$ cat config.mk
export PLATFORM = sky130hd
export DESIGN_NAME = icache_prefetch_ctrl_flat
export DESIGN_NICKNAME = d
export VERILOG_FILES = /design/src/rtl/icache_pf_pkg.sv /design/src/rtl/icache_prefetch_ctrl_if.sv /design/src/rtl/icache_pf_queue.sv /design/src/rtl/icache_prefetch_ctrl.sv /design/src/flat_wrapper.sv
export SDC_FILE = /design/constraint.sdc
export NUM_CORES = 1
export LEC_CHECK = 0
export CORE_AREA = 5 5 267 165
export CTS_CLUSTER_DIAMETER = 150
export CTS_CLUSTER_SIZE = 16
export DETAILED_ROUTE_END_ITERATION = 7
export DIE_AREA = 0 0 272 170
export PLACE_DENSITY = 0.87
export SETUP_SLACK_MARGIN = 0.02
export SYNTH_ARGS = -nofsm -noshare
export SYNTH_HDL_FRONTEND = slang
export SYNTH_SLANG_ARGS = --single-unit
$ cat constraint.sdc
create_clock -name clock -period 5.8 [get_ports clock]
set_clock_uncertainty 0.15 [all_clocks]
set_input_delay 0.58 -clock clock [delete_from_list [all_inputs] [get_ports clock]]
set_output_delay 0.58 -clock clock [all_outputs]
set_load 0.1 [all_outputs]
$ cat src/rtl/icache_pf_pkg.sv
// Shared types for the I-cache prefetch controller: bus commands, queue entry
// layout and the fetch-address to line-address helper.
package icache_pf_pkg;

  typedef enum logic [1:0] {
    BUS_NONE  = 2'd0,
    BUS_LOAD  = 2'd1,
    BUS_STORE = 2'd2,
    BUS_INVAL = 2'd3
  } bus_cmd_e;

  localparam int LINE_W    = 61;
  localparam int TAG_MAX_W = 8;

  typedef logic [LINE_W-1:0] line_t;

  typedef struct packed {
    logic                 valid;
    logic                 done;
    logic [TAG_MAX_W-1:0] mem_tag;
    line_t                line_addr;
  } pf_entry_t;

  function automatic line_t line_of(input logic [63:0] addr);
    return line_t'(addr >> 3);
  endfunction

endpackage

$ cat src/rtl/icache_prefetch_ctrl_if.sv
// Memory-bus request/return and I-cache install port of the prefetch controller.
interface icache_prefetch_ctrl_if #(
  parameter int NUM_THREADS  = 2,
  parameter int MEM_TAG_BITS = 4,
  parameter int IDX_BITS     = 5,
  parameter int CTAG_BITS    = 8
);
  import icache_pf_pkg::*;

  localparam int TID_W = (NUM_THREADS > 1) ? $clog2(NUM_THREADS) : 1;

  bus_cmd_e                mem_command;
  logic [63:0]             mem_addr;
  logic [TID_W-1:0]        issue_thread;
  logic [MEM_TAG_BITS-1:0] mem_response;
  logic [MEM_TAG_BITS-1:0] mem_tag;
  logic                    wr_en;
  logic [IDX_BITS-1:0]     wr_index;
  logic [CTAG_BITS-1:0]    wr_tag;

  modport master (
    output mem_command, mem_addr, issue_thread, wr_en, wr_index, wr_tag,
    input  mem_response, mem_tag
  );

  modport slave (
    input  mem_command, mem_addr, issue_thread, wr_en, wr_index, wr_tag,
    output mem_response, mem_tag
  );

endinterface

$ cat src/rtl/icache_pf_queue.sv
// One thread's circular window of outstanding line requests: redirect flush,
// enqueue on grant, tag CAM for returns and in-order retire.
module icache_pf_queue
  import icache_pf_pkg::*;
#(
  parameter int DEPTH        = 4,
  parameter int MEM_TAG_BITS = 4,
  parameter int CL_W         = 13
) (
  input  logic                    clock,
  input  logic                    reset,
  input  logic                    thread_en,
  input  logic [63:0]             fetch_addr,
  input  logic                    cache_hit,
  input  logic                    grant,
  input  logic [MEM_TAG_BITS-1:0] grant_tag,
  input  logic [MEM_TAG_BITS-1:0] mem_tag,
  output logic                    eligible,
  output line_t                   req_line,
  output logic                    match,
  output logic [CL_W-1:0]         match_cline,
  output logic [$clog2(DEPTH):0]  outstanding
);

  localparam int PTR_W = $clog2(DEPTH);

  pf_entry_t            entry_reg [DEPTH];
  logic [PTR_W:0]       head_reg, tail_reg;
  line_t                next_req_reg, last_line_reg;
  logic                 last_hit_reg;
  logic                 redirect, flush, retire;
  logic [PTR_W-1:0]     head_idx, tail_idx, match_idx;
  logic [TAG_MAX_W-1:0] tag_ext, grant_ext;

  assign tag_ext   = TAG_MAX_W'(mem_tag);
  assign grant_ext = TAG_MAX_W'(grant_tag);
  assign head_idx  = head_reg[PTR_W-1:0];
  assign tail_idx  = tail_reg[PTR_W-1:0];

  assign redirect    = !cache_hit && ((line_of(fetch_addr) != last_line_reg) || last_hit_reg);
  assign flush       = redirect || !thread_en;
  assign outstanding = tail_reg - head_reg;
  assign eligible    = thread_en && !cache_hit && (outstanding < (PTR_W+1)'(DEPTH));
  assign req_line    = redirect ? line_of(fetch_addr) : next_req_reg;
  assign retire      = entry_reg[head_idx].valid && entry_reg[head_idx].done;

  // Descending scan so the lowest matching slot wins.
  always_comb begin
    match     = 1'b0;
    match_idx = '0;
    for (int i = DEPTH-1; i >= 0; i--) begin
      if (tag_ext != '0 && entry_reg[i].valid && !entry_reg[i].done &&
          entry_reg[i].mem_tag == tag_ext) begin
        match     = 1'b1;
        match_idx = PTR_W'(i);
      end
    end
    match_cline = entry_reg[match_idx].line_addr[CL_W-1:0];
  end

  always_ff @(posedge clock) begin
    if (!reset) begin
      for (int i = 0; i < DEPTH; i++) entry_reg[i] <= '0;
      head_reg      <= '0;
      tail_reg      <= '0;
      next_req_reg  <= '0;
      last_line_reg <= '1;
      last_hit_reg  <= 1'b0;
    end else begin
      // A disabled thread forgets its line so re-enabling forces a redirect.
      last_line_reg <= thread_en ? line_of(fetch_addr) : '1;
      last_hit_reg  <= cache_hit;
      if (flush) begin
        for (int i = 0; i < DEPTH; i++) entry_reg[i] <= '0;
        head_reg <= '0;
        if (grant) begin
          entry_reg[0] <= '{valid: 1'b1, done: 1'b0, mem_tag: grant_ext, line_addr: req_line};
          tail_reg     <= (PTR_W+1)'(1);
          next_req_reg <= req_line + 1'b1;
        end else begin
          tail_reg     <= '0;
          next_req_reg <= req_line;
        end
      end else begin
        if (match) entry_reg[match_idx].done <= 1'b1;
        if (retire) begin
          entry_reg[head_idx].valid <= 1'b0;
          entry_reg[head_idx].done  <= 1'b0;
          head_reg                  <= head_reg + 1'b1;
        end
        if (grant) begin
          entry_reg[tail_idx] <= '{valid: 1'b1, done: 1'b0, mem_tag: grant_ext, line_addr: req_line};
          tail_reg            <= tail_reg + 1'b1;
          next_req_reg        <= req_line + 1'b1;
        end
      end
    end
  end

endmodule

$ cat src/rtl/icache_prefetch_ctrl.sv
// Multi-thread I-cache prefetch controller: per-thread request queues, a
// round-robin bus arbiter and the I-cache install mux.
module icache_prefetch_ctrl
  import icache_pf_pkg::*;
#(
  parameter int NUM_THREADS  = 2,
  parameter int DEPTH        = 4,
  parameter int MEM_TAG_BITS = 4,
  parameter int IDX_BITS     = 5,
  parameter int CTAG_BITS    = 8
) (
  input  logic                                     clock,
  input  logic                                     reset,
  input  logic [NUM_THREADS-1:0]                   thread_en,
  input  logic [NUM_THREADS-1:0][63:0]             fetch_addr,
  input  logic [NUM_THREADS-1:0]                   cache_hit,
  icache_prefetch_ctrl_if.master                   bus,
  output logic [NUM_THREADS-1:0][$clog2(DEPTH):0]  outstanding
);

  localparam int TID_W = (NUM_THREADS > 1) ? $clog2(NUM_THREADS) : 1;
  localparam int CL_W  = IDX_BITS + CTAG_BITS;

  logic [NUM_THREADS-1:0] eligible, grant, match;
  line_t                  req_line    [NUM_THREADS];
  logic [CL_W-1:0]        match_cline [NUM_THREADS];
  logic [TID_W-1:0]       rr_ptr_reg, rr_ptr_next, sel, cand;
  logic                   sel_valid, accepted;

  generate
    for (genvar gi = 0; gi < NUM_THREADS; gi++) begin : g_thread
      assign grant[gi] = accepted && (sel == TID_W'(gi));

      icache_pf_queue #(
        .DEPTH        (DEPTH),
        .MEM_TAG_BITS (MEM_TAG_BITS),
        .CL_W         (CL_W)
      ) u_queue (
        .clock        (clock),
        .reset        (reset),
        .thread_en    (thread_en[gi]),
        .fetch_addr   (fetch_addr[gi]),
        .cache_hit    (cache_hit[gi]),
        .grant        (grant[gi]),
        .grant_tag    (bus.mem_response),
        .mem_tag      (bus.mem_tag),
        .eligible     (eligible[gi]),
        .req_line     (req_line[gi]),
        .match        (match[gi]),
        .match_cline  (match_cline[gi]),
        .outstanding  (outstanding[gi])
      );
    end
  endgenerate

  // Search starts at the thread after the last grant; a rejected request
  // leaves the pointer alone so the same thread and address are re-presented.
  always_comb begin
    sel_valid = 1'b0;
    sel       = '0;
    cand      = '0;
    for (int k = NUM_THREADS-1; k >= 0; k--) begin
      cand = TID_W'((int'(rr_ptr_reg) + k) % NUM_THREADS);
      if (eligible[cand]) begin
        sel_valid = 1'b1;
        sel       = cand;
      end
    end
  end

  assign accepted    = reset && sel_valid && (bus.mem_response != '0);
  assign rr_ptr_next = !accepted ? rr_ptr_reg :
                       (sel == TID_W'(NUM_THREADS-1)) ? '0 : sel + 1'b1;

  always_ff @(posedge clock) begin
    if (!reset) rr_ptr_reg <= '0;
    else        rr_ptr_reg <= rr_ptr_next;
  end

  always_comb begin
    bus.mem_command  = BUS_NONE;
    bus.mem_addr     = '0;
    bus.issue_thread = '0;
    if (reset && sel_valid) begin
      bus.mem_command  = BUS_LOAD;
      bus.mem_addr     = {req_line[sel], 3'b000};
      bus.issue_thread = sel;
    end
  end

  always_comb begin
    bus.wr_en    = 1'b0;
    bus.wr_index = '0;
    bus.wr_tag   = '0;
    for (int t = NUM_THREADS-1; t >= 0; t--) begin
      if (reset && match[t]) begin
        bus.wr_en                  = 1'b1;
        {bus.wr_tag, bus.wr_index} = match_cline[t];
      end
    end
  end

endmodule

$ cat src/flat_wrapper.sv
// flat-port wrapper written by rule: the top's interface ports become plain ports
module icache_prefetch_ctrl_flat import icache_pf_pkg::*;
#(
  parameter int NUM_THREADS  = 2,
  parameter int DEPTH        = 4,
  parameter int MEM_TAG_BITS = 4,
  parameter int IDX_BITS     = 5,
  parameter int CTAG_BITS    = 8
)
  (clock, reset, thread_en, fetch_addr, cache_hit, outstanding, bus_mem_command, bus_mem_addr, bus_issue_thread, bus_wr_en, bus_wr_index, bus_wr_tag, bus_mem_response, bus_mem_tag);
  icache_prefetch_ctrl_if #(.NUM_THREADS(NUM_THREADS), .MEM_TAG_BITS(MEM_TAG_BITS), .IDX_BITS(IDX_BITS), .CTAG_BITS(CTAG_BITS)) bus_i ();
  input  logic clock;
  input  logic reset;
  input  logic [NUM_THREADS-1:0] thread_en;
  input  logic [NUM_THREADS-1:0][63:0] fetch_addr;
  input  logic [NUM_THREADS-1:0] cache_hit;
  output logic [NUM_THREADS-1:0][$clog2(DEPTH):0] outstanding;
  output wire logic [$bits(bus_i.mem_command)-1:0] bus_mem_command;
  output wire logic [$bits(bus_i.mem_addr)-1:0] bus_mem_addr;
  output wire logic [$bits(bus_i.issue_thread)-1:0] bus_issue_thread;
  output wire logic [$bits(bus_i.wr_en)-1:0] bus_wr_en;
  output wire logic [$bits(bus_i.wr_index)-1:0] bus_wr_index;
  output wire logic [$bits(bus_i.wr_tag)-1:0] bus_wr_tag;
  input wire logic [$bits(bus_i.mem_response)-1:0] bus_mem_response;
  input wire logic [$bits(bus_i.mem_tag)-1:0] bus_mem_tag;
  assign bus_mem_command = bus_i.mem_command;
  assign bus_mem_addr = bus_i.mem_addr;
  assign bus_issue_thread = bus_i.issue_thread;
  assign bus_wr_en = bus_i.wr_en;
  assign bus_wr_index = bus_i.wr_index;
  assign bus_wr_tag = bus_i.wr_tag;
  assign bus_i.mem_response = bus_mem_response;
  assign bus_i.mem_tag = bus_mem_tag;
  icache_prefetch_ctrl #(.NUM_THREADS(NUM_THREADS), .DEPTH(DEPTH), .MEM_TAG_BITS(MEM_TAG_BITS), .IDX_BITS(IDX_BITS), .CTAG_BITS(CTAG_BITS)) u_core (.clock(clock), .reset(reset), .thread_en(thread_en), .fetch_addr(fetch_addr), .cache_hit(cache_hit), .bus(bus_i), .outstanding(outstanding));
endmodule
==> metrics <==
synthesized area per cell 8.96 um2; Worst-Margin Slew 1020 ps; FFs w/ async S/R, synth 0%; f_max 0.192 GHz; fillers 3,113; flops & latches, synth 415; share of cells above drive strength 1 13.6%; first-pass GRT wire length 126 mm; CTS tree built; DP Cell Count 3,352; CTS max path bufs 3; Post-Synth Simple-Gate Area 24.3%; H-tree Lvls 1; antenna violations before repair 4; Synth Warn # 0; Max IR drop VDD 253 uV; fin. max-slew vios 0; post_cts resized 0; area of the multi-input gates 12,900 um2; critical path endpoint category output port; CTS sink cnt 415; Post-synth EDFFs 136; die area 46,200 um2; Cell Rows 58; # DRC 0; post-synthesis adder-cell area fraction 1.23%; CP arrival 4470 ps; die height 170 um; number of flip-flops in the largest register 152; post-synth design cell area 23,500 um2; Die W 272 um; drt via density 6.59; Num CTS Buffers 29; CP max stage cell nor4_2; top-count cell post-synth nor2_1; worst path bufs/invs 3; Final Wtd Congestion 1.01; main combinational cell family by area after synthesis simple AND/OR/NAND/NOR gates; max incr delay on CP 900 ps; overall routing resource usage 34.6%; DPL Wire Length 62.8 mm; mux contribution to synthesized area 8.80%; number of global-route vias before repair 21,200; Main synth FF type dfxtp_1; post-CTS setup buffers 0; Area Growth Syn to Fin 19.1%; Top Ports 229; CP startpoint kind primary input; largest net degree at the start of global routing 156; CP dominant cell by count o21ai_0; Vias 22,400; Syn Inst Count 2,627; cells along the critical path clkdlybuf4s50_1 -> nor4_2 -> nor4_1 -> nand4b_1 -> nor2b_1 -> o21ai_0 -> buf_4 -> mux2_2 -> a222oi_1 -> o21ai_0 -> buf_12; final WL 84.1 mm; Routed Antenna Nets 0; total gr overflow 0; Iter 0 DRT Violations 3,941; Power Dens Cells 228 nW/um2; Synth Area in XOR/XNOR 9.46%; register area share after synthesis 41.1%; most frequent cells after synthesis nor2_1, dfxtp_1, nand2_1; worst hold path type in2reg; post-route insts no fill 3,398; Core ar. 41,300 um2; Final Setup Violations 0; Yosys top cell area share 23.7%; kind of cell adding the most delay to the critical path simple AND/OR/NAND/NOR gates; # port buffers 218; Nets 3,007; Setup TNS 0 ps; Initial Util 57.0%; root buffer cell clkbuf_16; final hold viol count 0; Compound-Gate Fraction of Synth Area 10.9%; Slew HR 31.3%; unrepaired setup endpoints after global routing false; Yosys top cell by area dfxtp_1; Yosys cell types 85; Storage cell area 9670 um2; required time of the critical path 5070 ps; synth top area cells dfxtp_1, edfxtp_1, mux2i_1, nor2_1, xor2_1; leak pwr 10.7 nW; Setup CP Type in2out; DR WL/cell 24.8 um; final worst path period share 89.6%; Tmin final 5200 ps; Clock Pin Slew Worst Setup and Hold Paths 70 ps; Crit Path Max Fanout 13; drt first pass iters 7; Max Cap Viol 0; hold buffer count at cts 0; status complete, no violations; Skew-Pair Late Insertion Delay 620 ps
==> per-layer routing <==
layer	global-route usage (%)	share of wire [%]	vias up
li1	-	-	9792
met1	49.4	40	10600
met2	50.8	42	1750
met3	10.3	15	232
met4	11.3	3.7	4
met5	0	0.043	-
==> through the flow <==
| stage | power [W] | setup slack [ps] | hold WS [ps] | utilization, % | cell area, um2 |
|---|---|---|---|---|---|
| final | 0.00640 | 602 | 236 | 67.9 | 28000 |
| after global routing | 0.00654 | 407 | 226 | 67.9 | 28000 |
| after global placement | 0.00439 | 536 | 303 | 66.0 | 27200 |
| after detailed placement | 0.00443 | 376 | 312 | 66.0 | 27200 |
| after CTS | 0.00635 | 777 | 211 | 67.9 | 28000 |
| after floorplan | 0.00392 | 85.6 | 289 | - | 23600 |
==> final timing paths <==
check,endpoint,slack (ps),cells after the start,startpoint
worst max-delay path,bus_wr_tag[6],600,11,bus_mem_tag[0]
worst min-delay path,u_core.g_thread[1].u_queue.next_req_reg[7],240,2,reset
worst max register to register,u_core.g_thread[0].u_queue.next_req_reg[52],1090,15,u_core.g_thread[0].u_queue.last_line_reg[40]
worst min register to register,u_core.g_thread[0].u_queue.next_req_reg[11],330,2,u_core.g_thread[0].u_queue.next_req_reg[11]
==> cells by family (layout without fill, tap and decap cells) <==
group           count (synthesis)  count (layout)
compound gates                369             369
xor+xnor                      251             251
fa+ha+maj                      22              22
buf+inv                       238             464
flops                         415             415
mux                           201             201
other cells                     1               6
simple gates                 1130            1130
==> power by group <==
part	leakage, nW	switching (W)	total, W	internal [W]
registers	3.89	0.0000962	0.00321	0.00312
logic	6.48	0.000763	0.00119	0.000431
clock network	0.384	0.00106	0.00199	0.000926
==> cells in the final DEF (no fill, tap or decap), types with 14 or more instances in the layout <==
cell | synthesis | routed
a211oi_1 | 20 | 20
a21oi_1 | 60 | 59
a222oi_1 | 27 | 27
a22oi_1 | 16 | 16
and3_1 | 44 | 44
buf_12 | 0 | 58
buf_4 | 6 | 149
clkbuf_1 | 103 | 14
clkbuf_16 | 0 | 29
clkdlybuf4s50_1 | 0 | 140
dfxtp_1 | 279 | 279
edfxtp_1 | 136 | 136
ha_1 | 20 | 20
inv_1 | 68 | 68
mux2_2 | 43 | 43
mux2i_1 | 155 | 154
nand2_1 | 242 | 242
nand2b_1 | 67 | 67
nand3_1 | 121 | 120
nand4_1 | 93 | 93
nor2_1 | 310 | 310
nor2b_1 | 19 | 19
nor3_1 | 42 | 41
nor4_1 | 34 | 33
o21ai_0 | 54 | 54
o22ai_1 | 79 | 79
or2_2 | 60 | 60
or3_1 | 15 | 15
xnor2_1 | 122 | 122
xor2_1 | 127 | 127
==> area by class of cell <==
type | count | area share [%]
well taps | 540 | 2.41
repair buffers | 348 | 13.1
flip-flops and latches | 415 | 34.5
clock inverters | 1 | 0.0714
diodes | 2 | 0.0178
multi-input cells | 1977 | 46.2
inverters | 72 | 0.964
clock buffers | 43 | 2.77
(Power assumes the default switching activity.)
